**src/rtl/polymul_pkg.sv**
```systemverilog
// Shared types and arithmetic helper for the sequential polynomial multiplier.
// mod_mac works at a fixed wide width; callers truncate to their coefficient width.
package polymul_pkg;

  typedef enum logic [1:0] {IDLE, RUN, DONE} state_t;

  localparam int N_DEFAULT = 4;
  localparam int KW = $clog2(N_DEFAULT);
  localparam int MACW = 32;

  // Low bits of an unsigned-by-signed product are identical under two's complement,
  // so a plain wide multiply followed by truncation gives the mod 2^QW result.
  function automatic logic [MACW-1:0] mod_mac(input logic [MACW-1:0] acc,
                                              input logic [MACW-1:0] a,
                                              input logic signed [MACW-1:0] s);
    return acc + a * s;
  endfunction

endpackage

```
**src/rtl/polymul_mac_lane.sv**
```systemverilog
// One result coefficient: QW-bit accumulator that adds sext(s)*a per enabled cycle.
module polymul_mac_lane
  import polymul_pkg::*;
#(
  parameter int QW = 4,
  parameter int SW = 2
) (
  input  logic                 clk,
  input  logic                 reset,
  input  logic                 clear,
  input  logic                 mac_en,
  input  logic [QW-1:0]        a,
  input  logic signed [SW-1:0] s,
  output logic [QW-1:0]        acc
);

  logic [QW-1:0] acc_reg;

  always_ff @(posedge clk) begin
    if (reset || clear) begin
      acc_reg <= '0;
    end else if (mac_en) begin
      acc_reg <= QW'(mod_mac(MACW'(acc_reg), MACW'(a), MACW'(s)));
    end
  end

  assign acc = acc_reg;

endmodule

```
**src/rtl/polymul_seq_mac.sv**
```systemverilog
// Sequential schoolbook multiplier w = a*s mod (x^N +/- 1): one secret coefficient
// per cycle, applied to all N lanes while a_reg rotates by one position (times x).
module polymul_seq_mac
  import polymul_pkg::*;
#(
  parameter int N          = N_DEFAULT,
  parameter int QW         = 4,
  parameter int SW         = 2,
  parameter int NEGACYCLIC = 1
) (
  input  logic            clk,
  input  logic            reset,
  input  logic            start,
  input  logic            accumulate,
  input  logic [N*QW-1:0] a_flat,
  input  logic [N*SW-1:0] s_flat,
  output logic            busy,
  output logic            done,
  output logic [N*QW-1:0] w_flat
);

  localparam int CW = $clog2(N);

  state_t              state_reg, state_next;
  logic [CW-1:0]       k_reg;
  logic [QW-1:0]       a_reg [N];
  logic [N*SW-1:0]     s_reg;
  logic signed [SW-1:0] s_lane [N];
  logic signed [SW-1:0] s_sel;
  logic                lane_clear, lane_mac;

  always_comb begin
    state_next = state_reg;
    lane_clear = 1'b0;
    lane_mac   = 1'b0;
    case (state_reg)
      IDLE: begin
        if (start) begin
          state_next = RUN;
          lane_clear = ~accumulate;
        end
      end
      RUN: begin
        lane_mac = 1'b1;
        if (k_reg == CW'(N - 1)) state_next = DONE;
      end
      DONE:    state_next = IDLE;
      default: state_next = IDLE;
    endcase
  end

  always_ff @(posedge clk) begin
    if (reset) begin
      state_reg <= IDLE;
      k_reg     <= '0;
      s_reg     <= '0;
      for (int i = 0; i < N; i++) a_reg[i] <= '0;
    end else begin
      state_reg <= state_next;
      if (state_reg == IDLE && start) begin
        k_reg <= '0;
        s_reg <= s_flat;
        for (int i = 0; i < N; i++) a_reg[i] <= a_flat[i*QW +: QW];
      end else if (state_reg == RUN) begin
        k_reg <= k_reg + CW'(1);
        // Wrap of the top coefficient is where the reduction polynomial shows up.
        for (int i = 1; i < N; i++) a_reg[i] <= a_reg[i-1];
        a_reg[0] <= (NEGACYCLIC != 0) ? -a_reg[N-1] : a_reg[N-1];
      end
    end
  end

  genvar gi;
  generate
    for (gi = 0; gi < N; gi++) begin : g_lane
      assign s_lane[gi] = s_reg[gi*SW +: SW];

      polymul_mac_lane #(
        .QW(QW),
        .SW(SW)
      ) u_lane (
        .clk    (clk),
        .reset  (reset),
        .clear  (lane_clear),
        .mac_en (lane_mac),
        .a      (a_reg[gi]),
        .s      (s_sel),
        .acc    (w_flat[gi*QW +: QW])
      );
    end
  endgenerate

  assign s_sel = s_lane[k_reg];
  assign busy  = (state_reg != IDLE);
  assign done  = (state_reg == DONE);

endmodule

```
**config.mk**
```make
export PLATFORM = sky130hd
export DESIGN_NAME = polymul_seq_mac
export DESIGN_NICKNAME = d
export VERILOG_FILES = /design/src/rtl/polymul_pkg.sv /design/src/rtl/polymul_mac_lane.sv /design/src/rtl/polymul_seq_mac.sv
export SDC_FILE = /design/constraint.sdc
export NUM_CORES = 1
export LEC_CHECK = 0
export ABC_CLOCK_PERIOD_IN_PS = 5400
export CELL_PAD_IN_SITES_DETAIL_PLACEMENT = 0
export CELL_PAD_IN_SITES_GLOBAL_PLACEMENT = 2
export CORE_MARGIN = 5
export CORE_UTILIZATION = 30
export CTS_BUF_LIST = sky130_fd_sc_hd__clkbuf_8 sky130_fd_sc_hd__clkbuf_16
export DETAILED_ROUTE_END_ITERATION = 7
export GPL_ROUTABILITY_DRIVEN = 1
export HOLD_SLACK_MARGIN = 0.08
export PLACE_DENSITY_LB_ADDON = 0.1
export SLEW_MARGIN = 0
export SYNTH_ARGS = -nofsm -noshare
export SYNTH_HDL_FRONTEND = slang
export SYNTH_HIERARCHICAL = 1
export SYNTH_SLANG_ARGS = --single-unit
```
**constraint.sdc**
```tcl
create_clock -name clk -period 5.4 [get_ports clk]
set_clock_uncertainty 0.05 [all_clocks]
set_input_delay 0.54 -clock clk [delete_from_list [all_inputs] [get_ports clk]]
set_output_delay 0.54 -clock clk [all_outputs]
set_load 0.02 [all_outputs]
```
# Word level (Yosys, flattened, before mapping)
# Memories as Yosys holds them, arrays and structs flattened.
# Index checks and enable logic that the tools add are counted.
[word_totals]
ff_bits = 28
latchBits = 0
mem_bits_rw = 16
mem_bits_ro = 0
out_inout_bits = 18
elab_cells = 65
n_memories = 1
[memory_table]
columns = ["name", "words", "word_bits", "read_ports", "rd_ports_with_merged_regs", "wr", "line", "source"]
rows = [
  ["a_reg", 4, 4, 4, 0, 4, "polymul_seq_mac.sv:26", "logic [QW-1:0] a_reg [N];"],
]
[classes]
addsub = 6
mul = 4
n_div = 0
order_cmp = 1
eq_ne = 5
shifts = 0
n_mux = 25
n_bitwise = 10
n_reduce_logical = 6
[ops]
columns = ["operator", "n"]
rows = [
  ["4-bit 2-to-1 mux", 8],
  ["5-bit by 2-bit multiplier with 4-bit output", 4],
  ["4-bit adder", 4],
  ["1-bit 2-to-1 mux", 11],
  ["2-bit 2-to-1 mux", 4],
  ["1-bit OR", 8],
  ["2-bit binary-select mux with 2-bit select", 1],
  ["2-bit == test, second input constant", 2],
  ["2-bit inequality test, second input constant", 2],
  ["4-bit negator", 1],
  ["2-bit one-hot mux with 2 select lines", 1],
  ["3-bit >= comparator, second input constant", 1],
  ["2-bit NOT with 3-bit output", 1],
  ["2-bit by 1-bit adder with 2-bit output, second input constant", 1],
  ["2-bit by 1-bit == test with 1-bit output, second input constant", 1],
  ["2-bit logical NOT", 1],
  ["2-bit AND reduction", 1],
  ["2-bit nonzero test", 1],
  ["2-bit OR reduction", 1],
  ["1-bit logical AND", 1],
  ["1-bit logical OR", 1],
  ["1-bit NOT", 1],
]

# Longest topological paths before layout
# Gate-level depths: netlist of run 1.
[depth]
depth_word = 7
mapped_depth = 10
mapped_depth_nobuf = 10

# Cells and area by module
# Netlist of run 1, hierarchy kept.
[by_module_without_submodules]
columns = ["module", "instances", "cells_each", "area_per_inst_um2", "seq_area_each_um2"]
rows = [
  ["polymul_mac_lane", 4, 39, 362.8, 80.1],
  ["polymul_seq_mac", 1, 85, 1218.7, 720.7],
]

# Worst setup path before layout of run 1
# Ideal clock, no wire load.
[synth_path]
path_kind = "register to register"
from = "register k_reg[0]"
to = "register g_lane[0].u_lane.acc_reg[3]"
setup_time_ns = 0.116
t_arrival_ns = 2.657
setup_slack_ns = 2.578
stages_incl_launch_ff = 11
n_path_buf = 0
synth_period_minus_slack_ns = 2.822
cell_sequence = "dfxtp_1 -> mux4_2 -> nand2b_1 -> fa_1 -> inv_1 -> ha_1 -> a21o_1 -> a21oi_1 -> xnor2_1 -> a21oi_1 -> a31o_1"
[synth_via]
elab_chain_cells = 6
[synth_lines]
columns = ["element", "line", "source"]
rows = [
  ["start, declared", "polymul_seq_mac.sv:25", "logic [CW-1:0] k_reg;"],
  ["start signal, assigned", "polymul_seq_mac.sv:65", "k_reg <= k_reg + CW'(1);"],
  ["2-bit NOT with 3-bit output (not written as such)", "polymul_seq_mac.sv:93", "assign s_sel = s_lane[k_reg];"],
  ["2-bit binary-select mux with 2-bit select", "polymul_seq_mac.sv:93", ""],
  ["2-bit 2-to-1 mux (not written as such) (2 in series)", "polymul_seq_mac.sv:93", ""],
  ["net s_sel[1]", "polymul_seq_mac.sv:29", "logic signed [SW-1:0] s_sel;"],
  ["5-bit by 2-bit multiplier with 4-bit output", "polymul_pkg.sv:16", "return acc + a * s;"],
  ["4-bit adder", "polymul_pkg.sv:16", ""],
  ["end signal, assigned", "polymul_mac_lane.sv:23", "acc_reg <= QW'(mod_mac(MACW'(acc_reg), MACW'(a), MACW'(s)));"],
  ["end, declared", "polymul_mac_lane.sv:17", "logic [QW-1:0] acc_reg;"],
]
# The timed path passes the listed nets, and every way through them passes these cells. The select of a mux whose other input is x is not followed.
# A chain may end at the register's enable or synchronous reset.

# Worst setup path after layout of run 1
# Same ends and word-level chain as after synthesis.

==> results of run 1 <==
[cell usage in the layout (no fill, tap or decap), drive strengths merged, types with 5 or more instances in the layout]
cell	Yosys	routed
nand2	18	18
xnor2	11	11
clkbuf	4	6
edfxtp	16	16
dfxtp	28	28
clkdlybuf4s50	0	45
fa	12	12
nor3	16	16
mux2i	9	9
a21o	5	5
ha	14	14
inv	24	25
a21oi	8	8
a22o	24	24
nor2	12	12
nand2b	13	13
[metrics by stage]
step	std cells	utilization	power [mW]	setup slack [ns]	cell area (um^2)
6_report	395	0.381	0.865	2.30	3310
3_3_place_gp	387	0.369	0.634	2.33	3200
2_1_floorplan	241	-	0.558	2.58	2670
3_5_place_dp	387	0.369	0.633	2.28	3200
5_1_grt	395	0.381	0.918	2.08	3310
4_1_cts	395	0.381	0.881	2.27	3310
[report_power, final]
| part | internal (mW) | leakage [nW] | total (mW) | switching (mW) |
|---|---|---|---|---|
| clock | 0.119 | 0.0566 | 0.244 | 0.125 |
| combinational | 0.106 | 0.957 | 0.216 | 0.110 |
| sequential | 0.378 | 0.406 | 0.405 | 0.0268 |
| total | 0.603 | 1.42 | 0.865 | 0.262 |
[cell type report]
class / instances / area [um^2]
fillers: 901 / 5370
multi-input cells: 164 / 1470
flip-flops and latches: 44 / 1040
repair buffers: 47 / 465
well taps: 108 / 135
clock buffers: 6 / 93.8
inverters: 24 / 90.1
clock inverters: 2 / 11.3
[kinds of logic after synthesis]
family | share of synthesized area
xor gates and xnor gates | 0.0698
muxes | 0.0506
buffers and inverters | 0.0600
AOI/OAI and AO/OA | 0.138
and+or+nand+nor | 0.136
DFF | 0.390
adders and majority gates | 0.156
[per-layer routing]
layer  share of wire  routed length, um
met3           0.041                251
met4          0.0063                 38
met5               0                  0
met2            0.47               2830
met1            0.48               2930
[path summary, 6_finish.rpt]
path | from | to | slack [ns] | cells past startpoint
worst max register to register | k_reg[0] | g_lane[0].u_lane/acc[3] | 2.30 | 10
worst min register to register | s_reg[1] | s_reg[1] | 0.43 | 1
worst max-delay path | k_reg[0] | g_lane[0].u_lane/acc[3] | 2.30 | 10
worst min-delay path | s_reg[1] | s_reg[1] | 0.43 | 1
[critical path: stages, from the launching register on]
cell	delay, ns
dfxtp_1	0.44
mux4_2	0.74
nand2_1	0.18
fa_1	0.42
inv_1	0.11
ha_1	0.24
a21o_1	0.18
a21oi_1	0.16
xnor2_1	0.17
a21oi_1	0.09
a31o_1	0.22
==> flow_metrics.env, run 1 <==
export IMPL_hp_class="reg -> reg"
export IMPL_boundaryPins=46
export IMPL_die_x_um=104
export IMPL_h_tree_depth=2
export IMPL_end_kind="flip-flop"
export IMPL_fp_dieArea_um2=10900
export IMPL_status="finished, final reports clean"
export IMPL_yosysMostFrequentCell="dfxtp_1"
export IMPL_cts_resized=0
export IMPL_gr_usage_met3=0.0304
export IMPL_crit_type="reg -> reg"
export IMPL_grt_usage=0.116
export IMPL_drv_cap=0
export IMPL_fin_tns_setup_ns=0
export IMPL_gp_congestion=0.701
export IMPL_synth_fp_nets=295
export IMPL_clkLatencyLatePin_ns=0.30
export IMPL_tightestPinTransition_ns=1.01
export IMPL_power_density_nw_per_um2=262
export IMPL_clkTransAtPathRegs_ns=0.10
export IMPL_start_util=0.308
export IMPL_drcViolationCount=0
export IMPL_coreArea_um2=8680
export IMPL_yosysSeqAreaShare=0.390
export IMPL_synth_ff_type="dfxtp_1"
export IMPL_synth_edf_count=16
export IMPL_grt_use_met2=0.184
export IMPL_antenna_cells=0
export IMPL_syn_avg_cell_area_um2=11.1
export IMPL_synthTopCellsByCount="28 x dfxtp_1, 24 x inv_1, 16 x a22o_1, 16 x edfxtp_1, 16 x nor3_1"
export IMPL_rows=34
export IMPL_drtIter0Drc=45
export IMPL_grt_overflow=0
export IMPL_routed_wl_um=6050
export IMPL_postCtsHoldBufs=0
export IMPL_syn_cell_area_um2=2670
export IMPL_post_drt_wl_per_cell_um=15.3
export IMPL_finalHoldViolCount=0
export IMPL_max_slew_margin_rel=0.325
export IMPL_max_freq_mhz=323
export IMPL_antenna_found_initial=0
export IMPL_drive_gt1_frac=0.111
export IMPL_timing_final_max_slew_violations=0
export IMPL_clock_sinks=44
export IMPL_grt_max_degree=27
export IMPL_leakagePower_nw=1.42
export IMPL_syn_inst=241
export IMPL_vias=1850
export IMPL_netlist_top_cell_by_area="dfxtp_1"
export IMPL_ys_ff_latch=44
export IMPL_cts_buffer_depth=2
export IMPL_ir_worst_vdd_v=0.0000976
export IMPL_num_nets_final=340
export IMPL_grt_first_pass_wirelength_um=10200
export IMPL_area_delta_synth_final_pct=23.8
export IMPL_cts_buffers=5
export IMPL_cts_root_buf="clkbuf_8"
export IMPL_fin_crit_ns=3.10
export IMPL_rsz0062_at_grt="false"
export IMPL_postCtsSetupBuffers=0
export IMPL_crit_arrival_ns=3.25
export IMPL_async_flop_share=0
export IMPL_synth_area_top_cells="dfxtp_1 21%, edfxtp_1 18%, fa_1 9.0%"
export IMPL_use_met1=0.157
export IMPL_drtPass1Iterations=4
export IMPL_critical_path_required_ns=5.56
export IMPL_cp_max_fo=16
export IMPL_grt_pass1_vias=1977
export IMPL_port_buffers=45
export IMPL_hpwl_um=4290
export IMPL_ys_warn_count=6
export IMPL_via_per_inst=4.68
export IMPL_ant_nets=0
export IMPL_setup_viol=0
export IMPL_cts_tree="yes"
export IMPL_hold_ws_ns=0.434
export IMPL_synth_cell_types=32
export IMPL_synth_top_area_share=0.210
export IMPL_post_route_period_util=0.573
export IMPL_globalRoute_busiestLayer="met2"
export IMPL_cp_start_kind="flip-flop"
export IMPL_die_h_um=104
Power figures use the tool's default switching activity.
==> run 2: changes to the inputs <==
Settings changed: ABC_CLOCK_PERIOD_IN_PS 5400 to 3000.
Clock period 5.4 ns to 3 ns, I/O delays scaled along.
==> flow_metrics.env, run 2 (synthesis gave the netlist of run 1 again) <==
export IMPL_final_cell_area_um2=3470
export IMPL_crit_path_cell_trace="mux4_2 -> nand2b_1 -> fa_1 -> inv_2 -> ha_1 -> a21o_1 -> a21oi_2 -> xnor2_2 -> a21oi_1 -> a31o_1"
export IMPL_antenna_cells=0
export IMPL_min_from="g_lane[3].u_lane/acc[2]"
export IMPL_post_place_ws_ns=0.0175
export IMPL_boundaryPins=46
export IMPL_grt_use_met2=0.191
export IMPL_routed_wl_um=6870
export IMPL_rows=34
export IMPL_path_delay_family="multiplexers"
export IMPL_status="finished, final reports clean"
export IMPL_num_nets_final=351
export IMPL_rsz0062_at_grt="true"
export IMPL_drv_cap=0
export IMPL_clkTransAtPathRegs_ns=0.09
export IMPL_grt_pass1_vias=2010
export IMPL_start_util=0.308
export IMPL_area_delta_synth_final_pct=30.0
export IMPL_max_slew_margin_rel=0.503
export IMPL_gp_congestion=0.716
export IMPL_ir_worst_vdd_v=0.000222
export IMPL_drive_gt1_frac=0.178
export IMPL_port_buffers=45
export IMPL_grt_overflow=0
export IMPL_ant_nets=0
export IMPL_grt_first_pass_wirelength_um=10800
export IMPL_hp_class="reg -> reg"
export IMPL_fin_ws_ns=0.138
export IMPL_max_freq_mhz=349
export IMPL_vias=1950
export IMPL_end_kind="flip-flop"
export IMPL_clkLatencyLatePin_ns=0.30
export IMPL_dp_cells=395
export IMPL_hold_ws_ns=0.455
export IMPL_cp_start_kind="flip-flop"
export IMPL_crit_type="reg -> reg"
export IMPL_tightestPinTransition_ns=0.743
export IMPL_drcViolationCount=0
export IMPL_timing_final_max_slew_violations=0
export IMPL_coreArea_um2=8680
export IMPL_cts_buffers=5
export IMPL_cts_buffer_depth=2
export IMPL_drtPass1Iterations=4
export IMPL_final_util=0.400
export IMPL_setup_viol=0
export IMPL_fin_crit_ns=2.86
export IMPL_clock_sinks=44
export IMPL_cts_root_buf="clkbuf_8"
export IMPL_min_to="g_lane[3].u_lane/acc[2]"
export IMPL_gr_usage_met3=0.0273
export IMPL_final_cell_mix="45 x clkdlybuf4s50_1, 27 x dfxtp_1, 21 x inv_1"
export IMPL_cp_num_buf_inv=1
export IMPL_p_total_mw=1.66
export IMPL_post_route_period_util=0.954
export IMPL_crit_arrival_ns=3.01
export IMPL_use_met1=0.176
export IMPL_cp_max_fo=7
export IMPL_cts_tree="yes"
export IMPL_antenna_found_initial=0
export IMPL_grt_max_degree=26
export IMPL_reg2reg_to="g_lane[1].u_lane/acc[3]"
export IMPL_globalRoute_busiestLayer="met2"
export IMPL_ff2ff_path_depth=10
export IMPL_power_density_nw_per_um2=477
export IMPL_placed_cell_area_um2=3260
export IMPL_stdcell_count=406
export IMPL_crit_path_top_delay_cell="mux4_2"
export IMPL_leakagePower_nw=1.50
export IMPL_critical_path_required_ns=3.15
export IMPL_fp_dieArea_um2=10900
export IMPL_max_stage_delay_ns=0.65
export IMPL_layout_commonest_cell="clkdlybuf4s50_1"
export IMPL_whs_path_depth=2
export IMPL_hpwl_um=4580
export IMPL_worst_r2r_setup_slack_ns=0.14
export IMPL_die_x_um=104
export IMPL_die_h_um=104
export IMPL_via_per_inst=4.80
export IMPL_r2r_start="k_reg[0]"
export IMPL_drtIter0Drc=109
export IMPL_grt_usage=0.124
export IMPL_post_drt_wl_per_cell_um=16.9
export IMPL_h_tree_depth=2
export IMPL_fin_tns_setup_ns=0
export IMPL_finalHoldViolCount=0
==> run 2: cell count changes in the layout (fill, tap and decap cells not counted), moves of 3 or more <==
cell / previous run / this run
buf_4: 2 / 11
inv_2: 0 / 3
a21oi_2: 0 / 3
a21oi_1: 8 / 5
inv_1: 24 / 21
==> run 2: worst max-delay path by stage <==
| stage | from | depth (start not counted) | end |
|---|---|---|---|
| final | k_reg[0] | 10 | g_lane[1].u_lane/acc[3] |
| after global routing | k_reg[0] | 8 | g_lane[1].u_lane/acc[2] |
| after CTS | k_reg[0] | 10 | g_lane[0].u_lane/acc[3] |
| after detailed placement | k_reg[0] | 10 | g_lane[0].u_lane/acc[3] |
| after global placement | k_reg[0] | 10 | g_lane[0].u_lane/acc[3] |
| after floorplan | k_reg[0] | 10 | g_lane[0].u_lane/acc[3] |
==> run 2: power by group <==
part	leakage [nW]	internal (mW)	switching [mW]	total, mW
Clock	0.0591	0.252	0.232	0.484
Combinational	1.04	0.219	0.217	0.436
Sequential	0.406	0.681	0.0546	0.735
==> run 2: final cells by class <==
cell class	count	area, um^2
flip-flops and latches	44	1040
well taps	108	135
clock buffers	5	68.8
repair buffers	56	533
fillers	878	5210
inverters	24	90.1
multi-input cells	166	1550
clock inverters	3	45.0
==> run 2: layer usage <==
metal,share of wire,vias up
li1,-,965
met5,0,-
met3,0.045,4
met2,0.45,44
met1,0.50,937
met4,0.0086,0
==> run 2: worst register-to-register path, stage by stage, from the launching register on <==
cell and delay [ns]:
dfxtp_4 0.41, mux4_2 0.65, nand2b_1 0.15, fa_1 0.43, inv_2 0.08, ha_1 0.22, a21o_1 0.19, a21oi_2 0.17
xnor2_2 0.14, a21oi_1 0.08, a31o_1 0.19
==> run 2: timing repair <==
item / in CTS / in global routing
endpoints found under the setup margin: 1 / 5
hold endpoints to repair: 0 / 0
cloned: 0 / 2
pin swaps: 0 / 6
gates resized for setup: 0 / 13
buffers inserted: 1 / 0
hold buffers: 0 / 0
